<file path="src/rtl/ram_arbiter.sv">
// Two-master arbiter for a single shared RAM port: the loader is m0 and the CPU is m1.
// Each transaction runs IDLE -> ACCESS -> RESP and is bounded by a wait timeout.
module ram_arbiter #(
  parameter int TIMEOUT    = 255,
  parameter int FIXED_PRIO = 0,
  parameter int DATA_W     = 32
) (
  input  logic              clk,
  input  logic              rst,
  input  logic              m0_cs,
  input  logic              m0_we,
  input  logic              m0_oe,
  input  logic [31:0]       m0_addr,
  input  logic [DATA_W-1:0] m0_d_in,
  input  logic [1:0]        m0_size,
  output logic [DATA_W-1:0] m0_d_out,
  output logic              m0_ready,
  output logic              m0_err,
  input  logic              m1_cs,
  input  logic              m1_we,
  input  logic              m1_oe,
  input  logic [31:0]       m1_addr,
  input  logic [DATA_W-1:0] m1_d_in,
  input  logic [1:0]        m1_size,
  output logic [DATA_W-1:0] m1_d_out,
  output logic              m1_ready,
  output logic              m1_err,
  output logic [31:0]       ram_addr,
  output logic [DATA_W-1:0] ram_d_in,
  output logic              ram_cs,
  output logic              ram_we,
  output logic              ram_oe,
  output logic [1:0]        ram_size,
  input  logic [DATA_W-1:0] ram_d_out,
  input  logic              ram_done,
  output logic [1:0]        grant
);

  localparam logic [1:0] S_IDLE   = 2'd0;
  localparam logic [1:0] S_ACCESS = 2'd1;
  localparam logic [1:0] S_RESP   = 2'd2;

  localparam logic [7:0] TMO = TIMEOUT[7:0];

  function automatic logic [7:0] sat_inc(input logic [7:0] v);
    return (v == 8'hFF) ? v : v + 8'd1;
  endfunction

  logic [1:0]        state;
  logic [1:0]        grant_r;
  logic              last_grant;
  logic [7:0]        wait_cnt;
  logic              err_flag;

  logic [31:0]       addr_p0;
  logic [DATA_W-1:0] wdata_p0;
  logic              we_p0;
  logic              oe_p0;
  logic [1:0]        size_p0;

  logic              req_any;
  logic              pick_m1;
  logic [31:0]       sel_addr;
  logic [DATA_W-1:0] sel_wdata;
  logic              sel_we;
  logic              sel_oe;
  logic [1:0]        sel_size;
  logic [7:0]        cnt_next;
  logic              timed_out;
  logic              in_access;
  logic              in_resp;

  assign req_any = m0_cs | m1_cs;

  // last_grant = 1 means m1 was served last, so m0 wins the next tie in round-robin mode.
  always_comb begin
    pick_m1 = 1'b0;
    if (m0_cs && m1_cs) begin
      pick_m1 = (FIXED_PRIO == 0) && !last_grant;
    end else begin
      pick_m1 = m1_cs;
    end
  end

  always_comb begin
    sel_addr  = pick_m1 ? m1_addr : m0_addr;
    sel_wdata = pick_m1 ? m1_d_in : m0_d_in;
    sel_we    = pick_m1 ? m1_we   : m0_we;
    sel_oe    = pick_m1 ? m1_oe   : m0_oe;
    sel_size  = pick_m1 ? m1_size : m0_size;
  end

  assign cnt_next  = sat_inc(wait_cnt);
  assign timed_out = (cnt_next == TMO);

  // Control state: arbitration, wait counter and response.
  always_ff @(posedge clk or negedge rst) begin
    if (!rst) begin
      state      <= S_IDLE;
      grant_r    <= 2'b00;
      last_grant <= 1'b1;
      wait_cnt   <= 8'd0;
      err_flag   <= 1'b0;
      m0_d_out   <= '0;
      m1_d_out   <= '0;
    end else begin
      case (state)
        S_IDLE: begin
          if (req_any) begin
            state    <= S_ACCESS;
            grant_r  <= pick_m1 ? 2'b10 : 2'b01;
            wait_cnt <= 8'd0;
            err_flag <= 1'b0;
          end else begin
            grant_r  <= 2'b00;
          end
        end
        S_ACCESS: begin
          if (ram_done) begin
            state    <= S_RESP;
            err_flag <= 1'b0;
            if (!we_p0) begin
              if (grant_r[0]) m0_d_out <= ram_d_out;
              else            m1_d_out <= ram_d_out;
            end
          end else begin
            wait_cnt <= cnt_next;
            if (timed_out) begin
              state    <= S_RESP;
              err_flag <= 1'b1;
            end
          end
        end
        S_RESP: begin
          state      <= S_IDLE;
          grant_r    <= 2'b00;
          last_grant <= grant_r[1];
        end
        default: begin
          state   <= S_IDLE;
          grant_r <= 2'b00;
        end
      endcase
    end
  end

  // Operand capture: the winner's request is frozen for the whole ACCESS state.
  always_ff @(posedge clk) begin
    if (state == S_IDLE && req_any) begin
      addr_p0  <= sel_addr;
      wdata_p0 <= sel_wdata;
      we_p0    <= sel_we;
      oe_p0    <= sel_oe & ~sel_we;
      size_p0  <= sel_size;
    end
  end

  // RAM and master outputs decode from registered state only.
  assign in_access = (state == S_ACCESS);
  assign in_resp   = (state == S_RESP);

  assign ram_cs   = in_access;
  assign ram_we   = in_access & we_p0;
  assign ram_oe   = in_access & oe_p0;
  assign ram_addr = in_access ? addr_p0  : '0;
  assign ram_d_in = in_access ? wdata_p0 : '0;
  assign ram_size = in_access ? size_p0  : 2'b00;

  assign grant    = grant_r;
  assign m0_ready = in_resp & grant_r[0];
  assign m1_ready = in_resp & grant_r[1];
  assign m0_err   = in_resp & grant_r[0] & err_flag;
  assign m1_err   = in_resp & grant_r[1] & err_flag;

endmodule

</file>
<file path="config.mk">
export PLATFORM = sky130hd
export DESIGN_NAME = ram_arbiter
export DESIGN_NICKNAME = d
export VERILOG_FILES = /design/src/rtl/ram_arbiter.sv
export SDC_FILE = /design/constraint.sdc
export NUM_CORES = 1
export LEC_CHECK = 0
export ABC_AREA = 1
export BUFFER_PORTS_ARGS = -buffer_cell sky130_fd_sc_hd__buf_2
export CORE_MARGIN = 4
export CORE_UTILIZATION = 25
export DETAILED_ROUTE_END_ITERATION = 12
export PLACE_DENSITY = 0.5
export SLEW_MARGIN = 10
export SYNTH_ARGS = -nofsm -noshare
export SYNTH_HDL_FRONTEND = slang
export SYNTH_SLANG_ARGS = --single-unit
</file>
<file path="constraint.sdc">
create_clock -name clk -period 4.53 [get_ports clk]
set_input_delay 0.906 -clock clk [delete_from_list [all_inputs] [get_ports clk]]
set_output_delay 0.906 -clock clk [all_outputs]
set_load 0.01 [all_outputs]
</file>
# --- Yosys cells after proc, flatten, opt, wreduce, memory -nomap -nowiden ---
# Index checks and enable logic that the tools add are counted.
classes:
  n_addsub: 1
  eq_ne: 7
  n_mux: 24
  bitwise_logic: 11
  n_reduce_logical: 10
op_table:
  columns: ["operator", "n"]
  rows:
  - ["two-way mux 32 bit", 4]
  - ["two-way mux 8 bit", 3]
  - ["== test 8 bit, second input constant", 2]
  - ["case mux 8 bit (2 select lines)", 1]
  - ["two-way mux 2 bit", 7]
  - ["adder 8 x 1 -> 8 bit, second input constant", 1]
  - ["case mux 2 bit (2 select lines)", 2]
  - ["AND reduction 4 bit", 2]
  - ["AND 1 bit", 7]
  - ["two-way mux 1 bit", 6]
  - ["AND reduction 3 bit", 2]
  - ["!= test 2 bit, second input constant", 2]
  - ["!= test 3 bit, second input constant", 1]
  - ["NOT 1 bit", 3]
  - ["== test 2 x 1 -> 1 bit, second input constant", 1]
  - ["== test 2 bit, second input constant", 1]
  - ["logical AND 1 bit", 2]
  - ["logical NOT 2 bit", 1]
  - ["case mux 1 bit (2 select lines)", 1]
  - ["AND reduction 2 bit", 1]
  - ["nonzero test 2 bit", 1]
  - ["logical NOT 1 bit", 1]
  - ["OR 1 bit", 1]
word_totals:
  regBits: 146
  wordCells: 65

# --- Logic depth before layout (Yosys ltp) ---
# Gate-level depths: netlist (run 1).
logic_depth:
  word_depth: 6
  mapped_depth: 13
  mapped_depth_nobuf: 13

# --- Worst setup path before layout (run 1) ---
# No wires, ideal clock.
synth_timing:
  path_type: "input-to-reg"
  start: "input m1_cs"
  end: "register wait_cnt[0]"
  arrival_ns: 4.699
  required_time_ns: 4.401
  path_slack_ns: -0.298
  cell_stages: 5
  n_path_buf: 0
  path_cell_list: "nor2_1 -> nor2_1 -> inv_1 -> nand2_1 -> o21ai_0"
synth_via:
  elab_chain_len: 3
synth_lines:
  columns: ["element", "line_no", "text"]
  rows:
  - ["from (decl)", "19", "input logic m1_cs,"]
  - ["OR 1 bit", "73", "assign req_any = m0_cs | m1_cs;"]
  - ["!= test 2 bit (no line)", null, null]
  - ["AND reduction 3 bit (no line)", null, null]
  - ["to (signal assigned)", "127", "wait_cnt <= cnt_next;"]
  - ["to (decl)", "52", "logic [7:0] wait_cnt;"]
# No other way between the ends.
# A chain may end at the register's enable or synchronous reset.

# --- Worst setup path after layout (run 1) ---
layout_timing:
  start: "register state[0]"
  end: "output ram_addr[28]"
layout_via:
  elab_chain_len: 2
layout_lines:
  columns: ["element", "line_no", "text"]
  rows:
  - ["from (decl)", "49", "logic [1:0] state;"]
  - ["from (signal assigned)", "99", "state <= S_IDLE;"]
  - ["from (signal assigned)", "110", "state <= S_ACCESS;"]
  - ["from (signal assigned)", "120", "state <= S_RESP;"]
  - ["== test 2 x 1 -> 1 bit", "159", "assign in_access = (state == S_ACCESS);"]
  - ["two-way mux 32 bit", "165", "assign ram_addr = in_access ? addr_p0 : '0;"]
  - ["to (decl)", "28", "output logic [31:0] ram_addr,"]
# No other way between the ends.

==> metrics.csv, run 1 <==
metric,value,unit
synth-compound-area-share,5.81,%
multiInputGateArea,0.00202,sq mm
htree_num_levels,4,
layout_setup_ws,1.54,ns
ys_ff_latch,146,
ios,312,
clkTransAtPathRegs,0.06,ns
synth_fp_nets,962,
dpl.hpwl,14.9,mm
tightest_slew,1.01,ns
nFillCells,2794,
p_sw_share,37.4,%
num_vias,5846,
clock_sinks,146,
avgSynthCellArea,8.36,sq um
grt_pass1_wl,30.2,mm
fin_nets,1264,
core-area,0.0260,sq mm
io_buffers,311,
final_common_cell,buf_2,
gp_congestion,0.773,
synth_top_cell_by_area,edfxtp_1,
rows,59,
whs,0.481,ns
power_leakage,4.98,nW
finClkSkew,0.0132,ns
power_density,602,mW/mm^2
cts_tree,built,
cts_root_buf,clkbuf_16,
finalCritPeriodShare,66.0,%
seq_area,0.00400,sq mm
critical_path_class,reg -> out,
switchingPower,2.04,mW
fin_crit,2.99,ns
status,"finished, final reports clean",
cp.arrival,2.08,ns
hold_buffers,0,
yosysUniqueCellTypes,25,
synth.top_cell.area_share,31.0,%
start_util,25.3,%
hp-class,reg -> reg,
r2r_start,state[1],
p_comb_share,34.7,%
yosysWarnings,0,
crit_path_end_kind,output pin,
n_antenna_cell,0,
grt.overflow.total,0,
drt_iter0_drc,352,
synth_xor_area_share,0.266,%
syn-instance-count,788,
dieArea,0.0290,sq mm
cp.required,3.62,ns
die_y,170,um
clk_latency,0.41,ns
dr.pass1.iters,4,
p_clk_share,25.3,%
synth_area,0.00659,sq mm
ctsResizeCount,0,
grt_setup_unrepaired,false,
p_int,3.40,mW
worstSetupStartpoint,state[0],
min-delay-start,m1_d_out[1],
final_core_util,34.8,%
die_x,170,um
hold_viol_final,0,
ys_seq_area_share,60.7,%
antenna_found_initial,3,
post_drt_wl_per_cell,13.8,um
fin_tns_setup,0,ns
routed_wl,19.9,mm
drtAntennaViolNets,0,
irDropWorstVdd,0.329,mV
dp_slack,1.90,ns
synthMuxAreaShare,0,%
synth_top_family_by_area,simple AND/OR/NAND/NOR gates,
yosys.area_share.simple,24.2,%
setup_viol,0,
power_frac_seq,40.0,%
ys_top_cells_by_area,"edfxtp_1, dfrtp_1, nand2_1, inv_1, nor2_1",
cp-start-kind,register,
grt_pass1_vias,5551,
remaining_drc_errors,0,
synthAdderAreaFrac,0.190,%
max_cap_viol_count,0,
layout_common_cells,"buf_2, nand2_1, inv_1",
numCtsBuffers,17,
grt_max_degree,79,
via_per_inst,4.07,
max_slew_margin,32.6,%
max_freq,334,MHz
syn2layout_area_growth,37.3,%
worstPathMaxFanout,42,
drive_above_1_share,32.5,%
slew_viol_final,0,
post-cts-setup-buffers,0,
grt.total_usage,13.4,%
cts_buffer_depth,2,
sequential cells by signal, indices dropped and copies added (netlist names):
| signal | flops |
|---|---|
| grant | 2 |
| oe_p0 | 1 |
| size_p0 | 2 |
| wait_cnt | 8 |
| m1_d_out | 32 |
| we_p0 | 1 |
| m0_d_out | 32 |
| addr_p0 | 32 |
| wdata_p0 | 32 |
| last_grant | 1 |
| state | 2 |
| err_flag | 1 |
final cells by class:
cell class	count	share of cell area (%)
Clock inverter	13	1.23
Inverter	117	4.86
Clock buffer	19	5.04
Sequential cell	146	44.2
Tap cell	335	4.64
Multi-Input combinational cell	491	22.3
Timing Repair Buffer	317	17.7
power groups by stage:
stage	registers [mW]	clock network, mW	logic (mW)
2_1_floorplan	2.33	0	0.916
3_3_place_gp	2.20	0	1.93
3_5_place_dp	2.21	0	1.93
4_1_cts	2.19	1.43	1.94
5_1_grt	2.24	1.49	2.16
6_report	2.18	1.38	1.89
stage by stage:
stage	power [mW]	cell area, sq um	cells
global placement	4.13	8470	1406
floorplan	3.25	6590	788
finish	5.44	9040	1438
CTS	5.56	9040	1438
detailed placement	4.15	8470	1406
global route	5.89	9040	1438
layer usage:
metal | routed length [um] | GRT usage (%)
met5 | 21 | 0
met3 | 1930 | 4.18
met4 | 295 | 4.24
met1 | 8700 | 17.2
met2 | 8970 | 21.6
cell usage after synthesis:
master / count
nand2_2: 1
nor2_4: 1
nor2_2: 1
ha_1: 1
nor3_1: 1
clkbuf_1: 17
a21oi_1: 34
buf_2: 6
nand3_1: 14
xnor2_1: 1
nand2_1: 279
dfstp_2: 1
buf_1: 8
inv_2: 1
nor2_1: 113
nand4_1: 1
buf_4: 3
xor2_1: 1
o21ai_0: 40
dfrtp_1: 77
clkinv_1: 1
o22ai_1: 2
nor3_4: 1
inv_1: 115
edfxtp_1: 68
kinds of logic after synthesis:
| kind of cell | Yosys count |
|---|---|
| simple gates | 412 |
| buf+inv | 151 |
| flops | 146 |
| compound gates | 76 |
| xor+xnor | 2 |
| fa+ha+maj | 1 |
worst max-delay path, stage by stage (launching register included):
cell     delay [ns]
dfrtp_1        0.37
inv_1          0.10
nor2_2         0.06
inv_2          0.40
buf_4          0.48
nor2_1         0.09
buf_2          0.16
path summary, 6_finish.rpt:
path                       depth (start not counted)      endpoint  slack [ns]
min reg2reg                                        2   m1_d_out[1]        0.48
max in group asynchronous                          1   wait_cnt[1]        3.20
max reg2reg                                        7  m0_d_out[16]        2.29
min                                                2   m1_d_out[1]        0.48
min in group asynchronous                          1   m0_d_out[7]        0.65
max                                                6  ram_addr[28]        1.54
No activity file was read; power rests on OpenSTA's default activity.
==> inputs of run 2 (changes only) <==
- ABC_AREA: 1 -> 0
- PLACE_DENSITY: 0.5 -> 0.48
- clock period: 4.53 -> 3.1 ns (I/O delays scaled with it)
==> metrics.csv, run 2 <==
metric,value,unit,change
crit_path_end_kind,output pin,,unchanged
grt_pass1_wl,27.8,mm,was 30.2 mm
p_int,5.46,mW,was 3.40 mW
via_per_inst,4.29,,was 4.07
grt_max_degree,79,,unchanged
power_frac_seq,38.6,%,was 40.0%
yosysUniqueCellTypes,43,,was 25
synth.top_cell.area_share,31.0,%,about the same
finalCritPeriodShare,87.2,%,
worstPathMaxFanout,70,,was 42
cts_buffer_depth,2,,unchanged
final_core_util,35.1,%,was 34.8%
p_comb_share,34.8,%,was 34.7%
synth_edf_count,68,,unchanged
irDropWorstVdd,0.426,mV,was 0.329 mV
synth_area,0.00658,sq mm,was 0.00659 sq mm
drt_iter0_drc,202,,was 352
max_slew_margin,33.7,%,was 32.6%
whs,0.367,ns,was 0.481 ns
post_drt_wl_per_cell,16.8,um,was 13.8 um
gp_congestion,0.729,,was 0.773
finClkSkew,0.0114,ns,was 0.0132 ns
remaining_drc_errors,0,,unchanged
hold_buffers,0,,unchanged
critical_path_class,reg -> out,,unchanged
ys_seq_area_share,60.7,%,about the same
ios,312,,unchanged
hp-class,in -> async,,was reg -> reg
drive_above_1_share,62.5,%,was 32.5%
power_density,895,mW/mm^2,was 602 mW/mm^2
async_reset_ff_share,53.4,%,unchanged
grt_pass1_vias,4887,,was 5551
start_util,25.3,%,about the same
grt.total_usage,12.4,%,was 13.4%
dr.pass1.iters,5,,was 4
fin_tns_setup,0,ns,unchanged
cp-start-kind,register,,unchanged
power_leakage,4.19,nW,was 4.98 nW
avgSynthCellArea,14.3,sq um,was 8.36 sq um
hold_viol_final,0,,unchanged
cp.arrival,2.08,ns,about the same
rows,59,,unchanged
cts_root_buf,clkbuf_16,,unchanged
ys_ff_latch,146,,unchanged
routed_wl,18.7,mm,was 19.9 mm
switchingPower,2.71,mW,was 2.04 mW
ys_top_cells_by_area,"edfxtp_1, dfrtp_1, mux2_2, and2_1, buf_2",,"was edfxtp_1, dfrtp_1, nand2_1, inv_1, nor2_1"
core-area,0.0260,sq mm,unchanged
dpl.hpwl,13.5,mm,was 14.9 mm
post-cts-setup-buffers,0,,unchanged
die_x,170,um,about the same
max_freq,370,MHz,
status,"finished, final reports clean",,unchanged
dieArea,0.0290,sq mm,about the same
nFillCells,2631,,was 2794
grt.overflow.total,0,,unchanged
synthTopCellsByCount,"mux2_2, dfrtp_1, and2_1",,"was nand2_1, inv_1, nor2_1"
die_y,170,um,about the same
io_buffers,311,,unchanged
ys.flop_type,dfrtp_1,,unchanged
fin_nets,937,,was 1264
synth_fp_nets,633,,was 962
layout_common_cells,"buf_2, mux2_2, dfrtp_1",,"was buf_2, nand2_1, inv_1"
fin_crit,2.70,ns,
n_antenna_cell,0,,unchanged
reg2reg_setup_slack,0.90,ns,was 2.29 ns
post-place-cells,1079,,was 1406
clock_sinks,146,,unchanged
final_common_cell,buf_2,,unchanged
num_vias,4763,,was 5846
final_cells,1111,,was 1438
cts_tree,built,,unchanged
syn-instance-count,459,,was 788
ctsResizeCount,0,,unchanged
tightest_slew,0.994,ns,was 1.01 ns
max_cap_viol_count,0,,unchanged
htree_num_levels,4,,unchanged
yosysWarnings,0,,unchanged
syn2layout_area_growth,38.7,%,was 37.3%
grt_setup_unrepaired,false,,unchanged
synth_most_common_cell,mux2_2,,was nand2_1
antenna_found_initial,0,,was 3
p_sw_share,33.2,%,was 37.4%
cp.required,2.48,ns,was 3.62 ns
setup_viol,0,,unchanged
power,8.18,mW,was 5.44 mW
synth_top_cell_by_area,edfxtp_1,,unchanged
slew_viol_final,0,,unchanged
numCtsBuffers,17,,unchanged
p_clk_share,26.6,%,was 25.3%
drtAntennaViolNets,0,,unchanged
clkTransAtPathRegs,0.07,ns,was 0.06 ns
clk_latency,0.42,ns,was 0.41 ns
## run 2: cell types whose count changed in the layout (fill, tap and decap cells not counted), sizes merged, moves of 4 or more
cell	previous run	this run
nand2	280	5
nand3	14	6
a211oi	0	4
a21oi	34	5
mux2	0	132
a31oi	0	4
nor3	2	7
inv	127	8
and2	0	71
mux2i	0	5
o21ai	40	3
nor2	115	7
## run 2: power groups by stage
stage / Clock, mW / Combinational (mW) / Sequential, mW
after floorplan: 0 / 1.44 / 3.35
after global placement: 0 / 2.94 / 3.20
after detailed placement: 0 / 2.93 / 3.21
after CTS: 2.25 / 2.94 / 3.17
after global routing: 2.34 / 3.13 / 3.25
final: 2.17 / 2.85 / 3.16
## run 2: worst paths after layout
check | endpoint | startpoint | cells past startpoint
setup / recovery | ram_addr[3] | state[0] | 5
hold / removal | m1_d_out[10] | rst | 1
setup reg to reg | state[0] | wait_cnt[0] | 6
hold reg to reg | m1_d_out[27] | m1_d_out[27] | 1
max in group asynchronous | m1_d_out[23] | rst | 1
min in group clk | m0_d_out[1] | ram_d_out[1] | 2
## run 2: worst max-delay path, cell delays in order, from the launching register on
cell and delay [ns]:
dfrtp_1 0.44, inv_1 0.16, nor2_4 0.13, buf_4 0.48, and2_1 0.26, buf_2 0.15
## run 2: through the flow
step                      area [sq um]  worst slack, ns
after floorplan                   6590            0.781
after global placement            8510            0.734
after detailed placement          8510            0.769
after CTS                         9130            0.300
after global routing              9130            0.209
final                             9130            0.396
## run 2: cell families (layout without fill, tap and decap cells)
family | count (synthesis) | in the layout | share of synthesized area (%)
muxes | 137 | 137 | 23.3
DFF | 146 | 146 | 60.7
xor gates and xnor gates | 1 | 1 | 0.133
adders and majority gates | 1 | 1 | 0.190
and+or+nand+nor | 114 | 114 | 10.5
buffers and inverters | 35 | 352 | 2.43
AOI/OAI and AO/OA | 25 | 25 | 2.70
## run 2: routing by layer
layer,GRT usage [%],vias up,part of all wire [%]
met5,0,-,0
met4,3.54,0,0.93
met3,4.76,11,10
met2,20.1,247,47
met1,15.6,2239,42
li1,-,2266,-
## run 2: area by class of cell
class                      count  area [sq um]  share of cell area (%)
clock buffer                  22           512                    5.60
clock inverter                10           109                    1.19
tap                          335           419                    4.59
inverter                       3          11.3                   0.123
multi-input combinational    278          2460                    26.9
timing repair buffer         317          1630                    17.8
sequential                   146          4000                    43.8
